## config.mk

```make
export PLATFORM = sky130hd
export DESIGN_NAME = time_keeper
export DESIGN_NICKNAME = d
export VERILOG_FILES = /design/src/rtl/clock_pkg.sv /design/src/rtl/clock_tick_gen.sv /design/src/rtl/time_keeper.sv
export SDC_FILE = /design/constraint.sdc
export NUM_CORES = 1
export LEC_CHECK = 0
export ABC_AREA = 1
export CAP_MARGIN = 20
export CORE_MARGIN = 4
export CORE_UTILIZATION = 50
export CTS_BUF_LIST = sky130_fd_sc_hd__clkbuf_16
export DETAILED_ROUTE_END_ITERATION = 6
export PLACE_DENSITY = 0.84
export SLEW_MARGIN = 0
export SYNTH_ARGS = -nofsm -noshare
export SYNTH_HDL_FRONTEND = slang
export SYNTH_HIERARCHICAL = 1
export SYNTH_SLANG_ARGS = --single-unit
```

## constraint.sdc

```tcl
create_clock -name clk -period 2.4 [get_ports clk]
set_input_delay 0.72 -clock clk [delete_from_list [all_inputs] [get_ports clk]]
set_output_delay 0.72 -clock clk [all_outputs]
set_load 0.05 [all_outputs]
```

## src/rtl/clock_pkg.sv

```systemverilog
// Shared definitions for the digital clock: BCD digit type, digit limits,
// the packed time-of-day record and the set-time validity check.
package clock_pkg;

  typedef logic [3:0] bcd_t;

  localparam bcd_t SEC_TENS_MAX        = 4'd5;
  localparam bcd_t MIN_TENS_MAX        = 4'd5;
  localparam bcd_t HOUR_TENS_MAX       = 4'd2;
  localparam bcd_t HOUR_UNITS_MAX_AT_2 = 4'd3;
  localparam bcd_t UNITS_MAX           = 4'd9;

  typedef struct packed {
    bcd_t h1;
    bcd_t h0;
    bcd_t m1;
    bcd_t m0;
    bcd_t s1;
    bcd_t s0;
  } time_t;

  // True when hh:mm is a legal 24-hour time; also used by the set-up block.
  function automatic logic set_time_valid(input bcd_t h1, input bcd_t h0,
                                          input bcd_t m1, input bcd_t m0);
    logic h0_ok;
    h0_ok = (h1 == HOUR_TENS_MAX) ? (h0 <= HOUR_UNITS_MAX_AT_2) : (h0 <= UNITS_MAX);
    return (h1 <= HOUR_TENS_MAX) && h0_ok && (m1 <= MIN_TENS_MAX) && (m0 <= UNITS_MAX);
  endfunction

endpackage

```

## src/rtl/clock_tick_gen.sv

```systemverilog
// Seconds prescaler: counts 0..TICK_DIV-1 and flags the terminal-count cycle.
// hold parks the counter at 0 (set mode); clear restarts it from 0 (time load).
module clock_tick_gen #(
  parameter int TICK_DIV = 50_000_000,
  parameter int CNT_W    = 26
) (
  input  logic clk,
  input  logic rst_n,
  input  logic hold,
  input  logic clear,
  output logic tick
);

  localparam logic [CNT_W-1:0] TERM = CNT_W'(TICK_DIV - 1);

  logic [CNT_W-1:0] cnt;

  // Prescaler counter with hold/clear and wrap at terminal count.
  always_ff @(posedge clk or negedge rst_n) begin
    if (!rst_n) begin
      cnt <= '0;
    end else if (hold || clear || (cnt == TERM)) begin
      cnt <= '0;
    end else begin
      // NOTE: state registers use non-blocking assignments so every flop
      // samples pre-edge values regardless of statement order.
      cnt <= cnt + CNT_W'(1);
    end
  end

  // Terminal-count cycle is the tick; hold suppresses it immediately.
  assign tick = !hold && (cnt == TERM);

endmodule

```

## src/rtl/time_keeper.sv

```systemverilog
// 24-hour BCD time-of-day counter with its own 1 Hz prescaler, freeze in
// set mode, and validated hour/minute load from the time-setting block.
module time_keeper
  import clock_pkg::*;
#(
  parameter int TICK_DIV = 50_000_000,
  parameter int CNT_W    = 26
) (
  input  logic       clk,
  input  logic       rst_n,
  input  logic       set_mode,
  input  logic       set_load,
  input  logic [3:0] set_h1,
  input  logic [3:0] set_h0,
  input  logic [3:0] set_m1,
  input  logic [3:0] set_m0,
  output logic [3:0] hour1,
  output logic [3:0] hour0,
  output logic [3:0] minute1,
  output logic [3:0] minute0,
  output logic [3:0] second1,
  output logic [3:0] second0,
  output logic       tick_1hz,
  output logic       hour_chime,
  output logic       day_wrap,
  output logic       load_err
);

  time_t cur;
  time_t nxt;
  logic  tick;
  logic  load_ok;
  logic  load_bad;
  logic  sec_carry;
  logic  min_carry;
  logic  day_carry;

  assign load_ok  = set_load &&  set_time_valid(set_h1, set_h0, set_m1, set_m0);
  assign load_bad = set_load && !set_time_valid(set_h1, set_h0, set_m1, set_m0);

  // A valid load restarts the second so the first tick is a full period away.
  clock_tick_gen #(
    .TICK_DIV (TICK_DIV),
    .CNT_W    (CNT_W)
  ) u_tick_gen (
    .clk   (clk),
    .rst_n (rst_n),
    .hold  (set_mode),
    .clear (load_ok),
    .tick  (tick)
  );

  assign sec_carry = (cur.s0 == UNITS_MAX) && (cur.s1 == SEC_TENS_MAX);
  assign min_carry = sec_carry && (cur.m0 == UNITS_MAX) && (cur.m1 == MIN_TENS_MAX);
  assign day_carry = min_carry && (cur.h1 == HOUR_TENS_MAX) && (cur.h0 == HOUR_UNITS_MAX_AT_2);

  // Time one second later, via the BCD carry chain s0 -> s1 -> m0 -> m1 -> hours.
  always_comb begin
    // NOTE: default assignment first so every path assigns nxt and no latch
    // is inferred.
    nxt = cur;
    nxt.s0 = (cur.s0 == UNITS_MAX) ? 4'd0 : cur.s0 + 4'd1;
    if (cur.s0 == UNITS_MAX) begin
      nxt.s1 = (cur.s1 == SEC_TENS_MAX) ? 4'd0 : cur.s1 + 4'd1;
    end
    if (sec_carry) begin
      nxt.m0 = (cur.m0 == UNITS_MAX) ? 4'd0 : cur.m0 + 4'd1;
      if (cur.m0 == UNITS_MAX) begin
        nxt.m1 = (cur.m1 == MIN_TENS_MAX) ? 4'd0 : cur.m1 + 4'd1;
      end
    end
    if (min_carry) begin
      if (day_carry) begin
        nxt.h1 = 4'd0;
        nxt.h0 = 4'd0;
      end else if (cur.h0 == UNITS_MAX) begin
        nxt.h1 = cur.h1 + 4'd1;
        nxt.h0 = 4'd0;
      end else begin
        nxt.h0 = cur.h0 + 4'd1;
      end
    end
  end

  // Time register and event pulses; a valid load overrides a coincident tick.
  always_ff @(posedge clk or negedge rst_n) begin
    if (!rst_n) begin
      cur        <= '0;
      tick_1hz   <= 1'b0;
      hour_chime <= 1'b0;
      day_wrap   <= 1'b0;
      load_err   <= 1'b0;
    end else begin
      tick_1hz   <= 1'b0;
      hour_chime <= 1'b0;
      day_wrap   <= 1'b0;
      load_err   <= load_bad;
      if (load_ok) begin
        cur <= '{h1: set_h1, h0: set_h0, m1: set_m1, m0: set_m0, s1: 4'd0, s0: 4'd0};
      end else if (tick) begin
        cur        <= nxt;
        tick_1hz   <= 1'b1;
        hour_chime <= min_carry;
        day_wrap   <= day_carry;
      end
    end
  end

  assign hour1   = cur.h1;
  assign hour0   = cur.h0;
  assign minute1 = cur.m1;
  assign minute0 = cur.m0;
  assign second1 = cur.s1;
  assign second0 = cur.s0;

endmodule

```

; ---- Word level (Yosys, flattened, before mapping)
; Cells that the tools add are included.
; W data, S select, Z words.
[word_totals]
regBits = 54
latch_bits = 0
mem_bits_rw = 0
mem_bits_ro = 0
out_inout_bits = 28
word_cells = 79
mem_count = 0
[classes]
addsub = 7
multipliers = 0
n_div = 0
order_cmp = 5
n_eq_ne = 9
shift = 0
mux = 21
bitwise = 0
reduce_logical = 26
[op_table]
columns = operator, n
row1 = $mux W24, 2
row2 = $mux W4, 8
row3 = $add A26 B1 Y26 const B, 1
row4 = $eq A26 B26 Y1 const B, 1
row5 = $mux W26, 1
row6 = $add A4 B1 Y4 const B, 6
row7 = $mux W8, 3
row8 = $eq A4 B2 Y1 const B, 3
row9 = $eq A4 B4 Y1 const B, 3
row10 = $logic_and A1 B1 Y1, 11
row11 = $reduce_bool A2 Y1, 5
row12 = $eq A4 B3 Y1 const B, 2
row13 = $le A4 B2 Y1 const B, 2
row14 = $le A4 B4 Y1 const B, 2
row15 = $mux W1, 7
row16 = $reduce_and A2 Y1, 3
row17 = $reduce_and A3 Y1, 2
row18 = $le A4 B3 Y1 const B, 1
row19 = $reduce_bool A3 Y1, 1
row20 = $logic_not A1 Y1, 2
row21 = $logic_or A1 B1 Y1, 2

; ---- Depth between registers and ports, before layout
[depth]
depth_word = 10
depth_mapped = 12

; ---- By module
; Netlist, hierarchy kept.
[modules_own_cells]
columns = module, n_inst, cells_each, area_each_um2, seq_area_each_um2
row1 = time_keeper, 1, 228, 1742.9, 700.7
row2 = clock_tick_gen, 1, 232, 1605.3, 650.6

; ---- Worst setup path after synthesis
; Ideal clock, no wire load.
[synth_path]
path_kind = register to register
start = register u_tick_gen.cnt[0]
end = register cur (netlist bit minute1[0])
setup_time_ps = 90
arrival_ps = 1802
slack_ps = 508
path_stages_with_launch = 10
n_path_buf = 0
synth_period_minus_slack_ps = 1892
path_cell_list = dfrtp_1 -> ha_1 -> nand3_1 -> nor2_1 -> nand4_1 -> nor2_1 -> inv_1 -> nor3_1 -> nand2_1 -> o211ai_1
[synth_between]
elab_chain_len = 4
[synth_lines]
columns = element, line
row1 = from (decl), clock_tick_gen.sv:16  ; logic [CNT_W-1:0] cnt;
row2 = from (signal assigned), clock_tick_gen.sv:27  ; cnt <= cnt + CNT_W'(1);
row3 = $eq A26 B26 Y1, clock_tick_gen.sv:32  ; assign tick = !hold && (cnt == TERM);
row4 = $logic_and A1 B1 Y1, clock_tick_gen.sv:32
row5 = via tick, time_keeper.sv:31  ; logic tick;
row6 = $reduce_bool A2 Y1 (no line), --
row7 = $reduce_and A3 Y1 (no line), --
row8 = to (signal assigned), time_keeper.sv:99  ; cur <= '{h1: set_h1, h0: set_h0, m1: set_m1, m0: set_m0, s1: 4'd0, s0: 4'd0};
row9 = to (signal assigned), time_keeper.sv:101  ; cur <= nxt;
row10 = to (decl), time_keeper.sv:29  ; time_t cur;
; The timed path passes the listed nets, and every way through them passes these cells.
; A chain may end at the register's enable or synchronous reset.

; ---- Final worst setup path
[layout_path]
start = register cur (netlist bit minute0[2])
end = output port minute0[2]
[layout_rtl]
columns = element, line
row1 = to (decl), time_keeper.sv:20  ; output logic [3:0] minute0,
; No word-level cell between the ends.

==> results summary <==
The post-synthesis sequential area ratio came out at 40.36%. The number of vias in the routed layout is 3127. The delay of the slowest cell on the worst path came out at 840 ps.

The commonest cells after synthesis are sky130_fd_sc_hd__nand2_1, sky130_fd_sc_hd__nor2_1, sky130_fd_sc_hd__dfrtp_1. TritonCTS built the clock tree. The share of cells above drive strength 1 came out at 8.108%. The fraction of synthesized cell area in xor and xnor cells is 6.016%.

The horizontal die dimension came out at 89.83 um. The number of buffers added for setup after CTS came out at 0. In this run the remaining antenna-violating nets after routing total 0.

The multiplexer fraction of the synthesized cell area came out at 0%. In this run the vertical extent of the chip is 89.83 um. The number of maximum-capacitance violations came out at 0. The root buffer cell chosen for the clock tree is sky130_fd_sc_hd__clkbuf_16. The run finished with clean final reports.

The TritonCTS buffer count is 5. The number of cells on the worst reg-to-reg path is 12. The cell family contributing the most delay on the critical path is buffers and inverters. Compared with the post-synthesis result, the final layout area differs by 21.90%. The total I/O pin count came out at 48.

Yosys mapped a number of flops with a built-in enable equal to 0. The number of max-slew violations in the final report came out at 0. The global-route usage over all layers is 19.79%. The number of antenna violations at the first check in global routing is 0. The top-area cell type share of the netlist area came out at 40.36%. For the worst-skew pair, the clock arrives at the later sink with an insertion delay of 290 ps.

The total of flip-flops plus latches after synthesis is 54. The clock tree buffer depth is 2. The number of detailed-routing iterations run before antenna repair is 5. The number of cells on the critical path came out at 1. Summed over all cells, the static leakage comes to 1.903 nW. The synthesized netlist devotes 3.737% of its cell area to adder and majority cells.

Setup slack on the worst reg-to-reg path comes out at 290 ps. The worst register-to-register path ends at minute0[1]. Dividing the detail-routed via count by the number of cells gives 5.255. The share of flip-flops with an asynchronous set or reset came out at 100.0%. For this configuration, the core starts out at a cell density of 52.13%. The count of warnings emitted by yosys came out at 6. The transition at the pin with the smallest max-transition slack is 697.8 ps.

The clock arrives with 6.924 ps of skew. The first routing iteration left 150 violations. STA classifies the critical path endpoint as an output port.

The count of unresolved DRC violations after routing came out at 0. The total power is 2.351 mW. The global-route wire length before repair is 13430 um. The number of buffers and inverters on the critical path is 1. The maximum number of pins on one net before global-route repair is 33. The number of antenna cells inserted is 0.

The startpoint-to-endpoint class of the critical path is reg -> out. In the final timing run, aggregate negative setup slack is 0 ps. The H-tree was split into 2 levels. The final weighted congestion in routability-driven placement came out at 0.9307.

The critical path goes through clkdlybuf4s50_1. The worst setup path startpoint is minute0[2]. Prior to clock tree synthesis, the placed netlist has a worst setup slack of 0.2391 ps. The largest fanout of any net on the critical path came out at 6.

The highest ir drop seen on vdd came out at 0.5109 mV. The total count of hold-check failures in the final report is 0. The largest family of logic cells by synthesized area is simple AND/OR/NAND/NOR gates. Clock-pin slew was measured on the worst setup and hold paths at 70 ps.

The minimum hold slack came out at 472.5 ps. Setup violations remaining at the end of the flow were counted as 0. The data required time of the worst path came out at 1680 ps. For this design, the slowest cell found on the critical path is sky130_fd_sc_hd__clkdlybuf4s50_1. The part of the cycle the worst path needs came out at 96.17%.

The count of different cell masters after synthesis is 33. In the post-synthesis netlist, the biggest area contributors are sky130_fd_sc_hd__dfrtp_1, sky130_fd_sc_hd__nand2_1, sky130_fd_sc_hd__nor2_1. Of the total synthesized cell area, the portion taken by AND, OR, NAND and NOR gates is 37.41%. The number of nets in the layout is 547.

The number of placed instances, taps included, is 587. The detailed-placement wirelength estimate came out at 5822 um. The maximum clock frequency is 0.4332 GHz. The final instance count without filler cells came out at 595.

The total standard cell area after synthesis is 3348 sq um. Setup repair after global routing left no endpoint under its margin. The startpoint identified for the worst register-to-register timing path is u_tick_gen/cnt[0]. The number of standard cells after synthesis came out at 460. The average cell area after synthesis is 7.279 sq um. In this run the power density over the cells is 576.1 nW/um^2. The worst setup path is launched from a flip-flop.

The net count after synthesis is 490. The leading cell type by number of instances after synthesis is sky130_fd_sc_hd__nand2_1. The total routed wirelength is 7515 um. Across all setup checks in the final design, the least slack found is 91.84 ps. Measured against its own limit, the worst slew margin works out to 53.31%. The type of the tightest min-delay check is in -> async. Of all cell types, the one taking the most synthesized area is sky130_fd_sc_hd__dfrtp_1. The number of gates resized after CTS came out at 0. The routed length per instance came out at 12.63 um. The fraction of the mapped netlist area in compound gates is 4.895%. The total die area came out at 8069 sq um. The aggregate global routing overflow came out at 0. The placeable core region came out at 6422 sq um. After clock tree synthesis, the flow added hold-fix buffers numbering 0.

Following the worst setup path forward leads to its endpoint at minute0[2]. Counting every sink on the clock net gives 54. In this run the tool buffered the top-level ports with 47 buffer cells. Among all flip-flop cells after synthesis, the most frequent one is sky130_fd_sc_hd__dfrtp_1. The via count of the first global-routing pass is 3099.

The final critical-path required period is 2308 ps. The number of rows in the core area is 29. The critical path arrival is 1590 ps.
==> worst min-delay path by stage <==
stage	start	to	slack, ps	cells past startpoint
5_1_grt	rst_n	u_tick_gen/cnt[17]	540	1
3_5_place_dp	u_tick_gen/cnt[0]	u_tick_gen/cnt[0]	510	1
4_1_cts	rst_n	u_tick_gen/cnt[13]	500	1
6_report	rst_n	u_tick_gen/cnt[15]	470	1
3_3_place_gp	u_tick_gen/cnt[0]	u_tick_gen/cnt[0]	500	1
2_1_floorplan	rst_n	day_wrap	420	0
==> kinds of logic after synthesis <==
kind of cell / count (synthesis)
buffers and inverters: 60
and+or+nand+nor: 287
DFF: 54
xor gates and xnor gates: 23
adders and majority gates: 10
AOI/OAI and AO/OA: 26
==> layout make-up <==
type	count	area, sq um
sequential	54	1351
inverter	55	207.7
multi-input combinational	346	1743
fill	555	2341
tap	77	96.34
timing repair buffer	55	520.5
clock buffer	5	125.1
clock inverter	3	37.54
==> cell usage in the layout, fill, tap and decap left out, types with 2 or more instances in the layout <==
| master | instances |
|---|---|
| sky130_fd_sc_hd__nand2_1 | 134 |
| sky130_fd_sc_hd__nor2_1 | 78 |
| sky130_fd_sc_hd__dfrtp_1 | 54 |
| sky130_fd_sc_hd__inv_1 | 53 |
| sky130_fd_sc_hd__clkdlybuf4s50_1 | 44 |
| sky130_fd_sc_hd__nand3_1 | 36 |
| sky130_fd_sc_hd__xor2_1 | 15 |
| sky130_fd_sc_hd__nand4_1 | 12 |
| sky130_fd_sc_hd__o21ai_0 | 12 |
| sky130_fd_sc_hd__nor2_2 | 11 |
| sky130_fd_sc_hd__ha_1 | 10 |
| sky130_fd_sc_hd__buf_4 | 10 |
| sky130_fd_sc_hd__xnor2_1 | 8 |
| sky130_fd_sc_hd__clkbuf_16 | 5 |
| sky130_fd_sc_hd__nor3_1 | 4 |
| sky130_fd_sc_hd__inv_2 | 3 |
| sky130_fd_sc_hd__nand3b_1 | 3 |
| sky130_fd_sc_hd__a21oi_1 | 3 |
| sky130_fd_sc_hd__o211ai_1 | 3 |
| sky130_fd_sc_hd__nand2_4 | 2 |
| sky130_fd_sc_hd__nand3_2 | 2 |
| sky130_fd_sc_hd__o22ai_1 | 2 |
| sky130_fd_sc_hd__o21ai_2 | 2 |
==> layer usage <==
| metal | share of wire (%) | vias up | track usage (%) |
|---|---|---|---|
| met5 | 0 | - | 0 |
| met4 | 1.6 | 0 | 6.513 |
| met3 | 6.4 | 12 | 4.674 |
| met2 | 50 | 99 | 34.71 |
| met1 | 42 | 1456 | 23.95 |
| li1 | - | 1560 | - |
==> metrics by stage <==
stage	cell area, sq um	utilization, %
final	4081	63.55
after global routing	4081	63.55
after CTS	4081	63.55
after detailed placement	3919	61.02
after global placement	3919	61.02
after floorplan	3348	-
==> registers in the layout (all words and copies together) (netlist names) <==
| register | cells |
|---|---|
| u_tick_gen/cnt | 26 |
| hour0 | 4 |
| hour1 | 4 |
| minute0 | 4 |
| minute1 | 4 |
| second0 | 4 |
| second1 | 4 |
| day_wrap | 1 |
| hour_chime | 1 |
| load_err | 1 |
| tick_1hz | 1 |
==> power by group <==
group / leakage [nW] / total, mW / switching, mW / internal (mW)
logic: 1.09 / 0.521 / 0.331 / 0.190
registers: 0.725 / 1.04 / 0.0736 / 0.962
clock network: 0.0864 / 0.794 / 0.310 / 0.485
total: 1.90 / 2.35 / 0.714 / 1.64
Note: power is estimated with default switching activity, not from simulation.
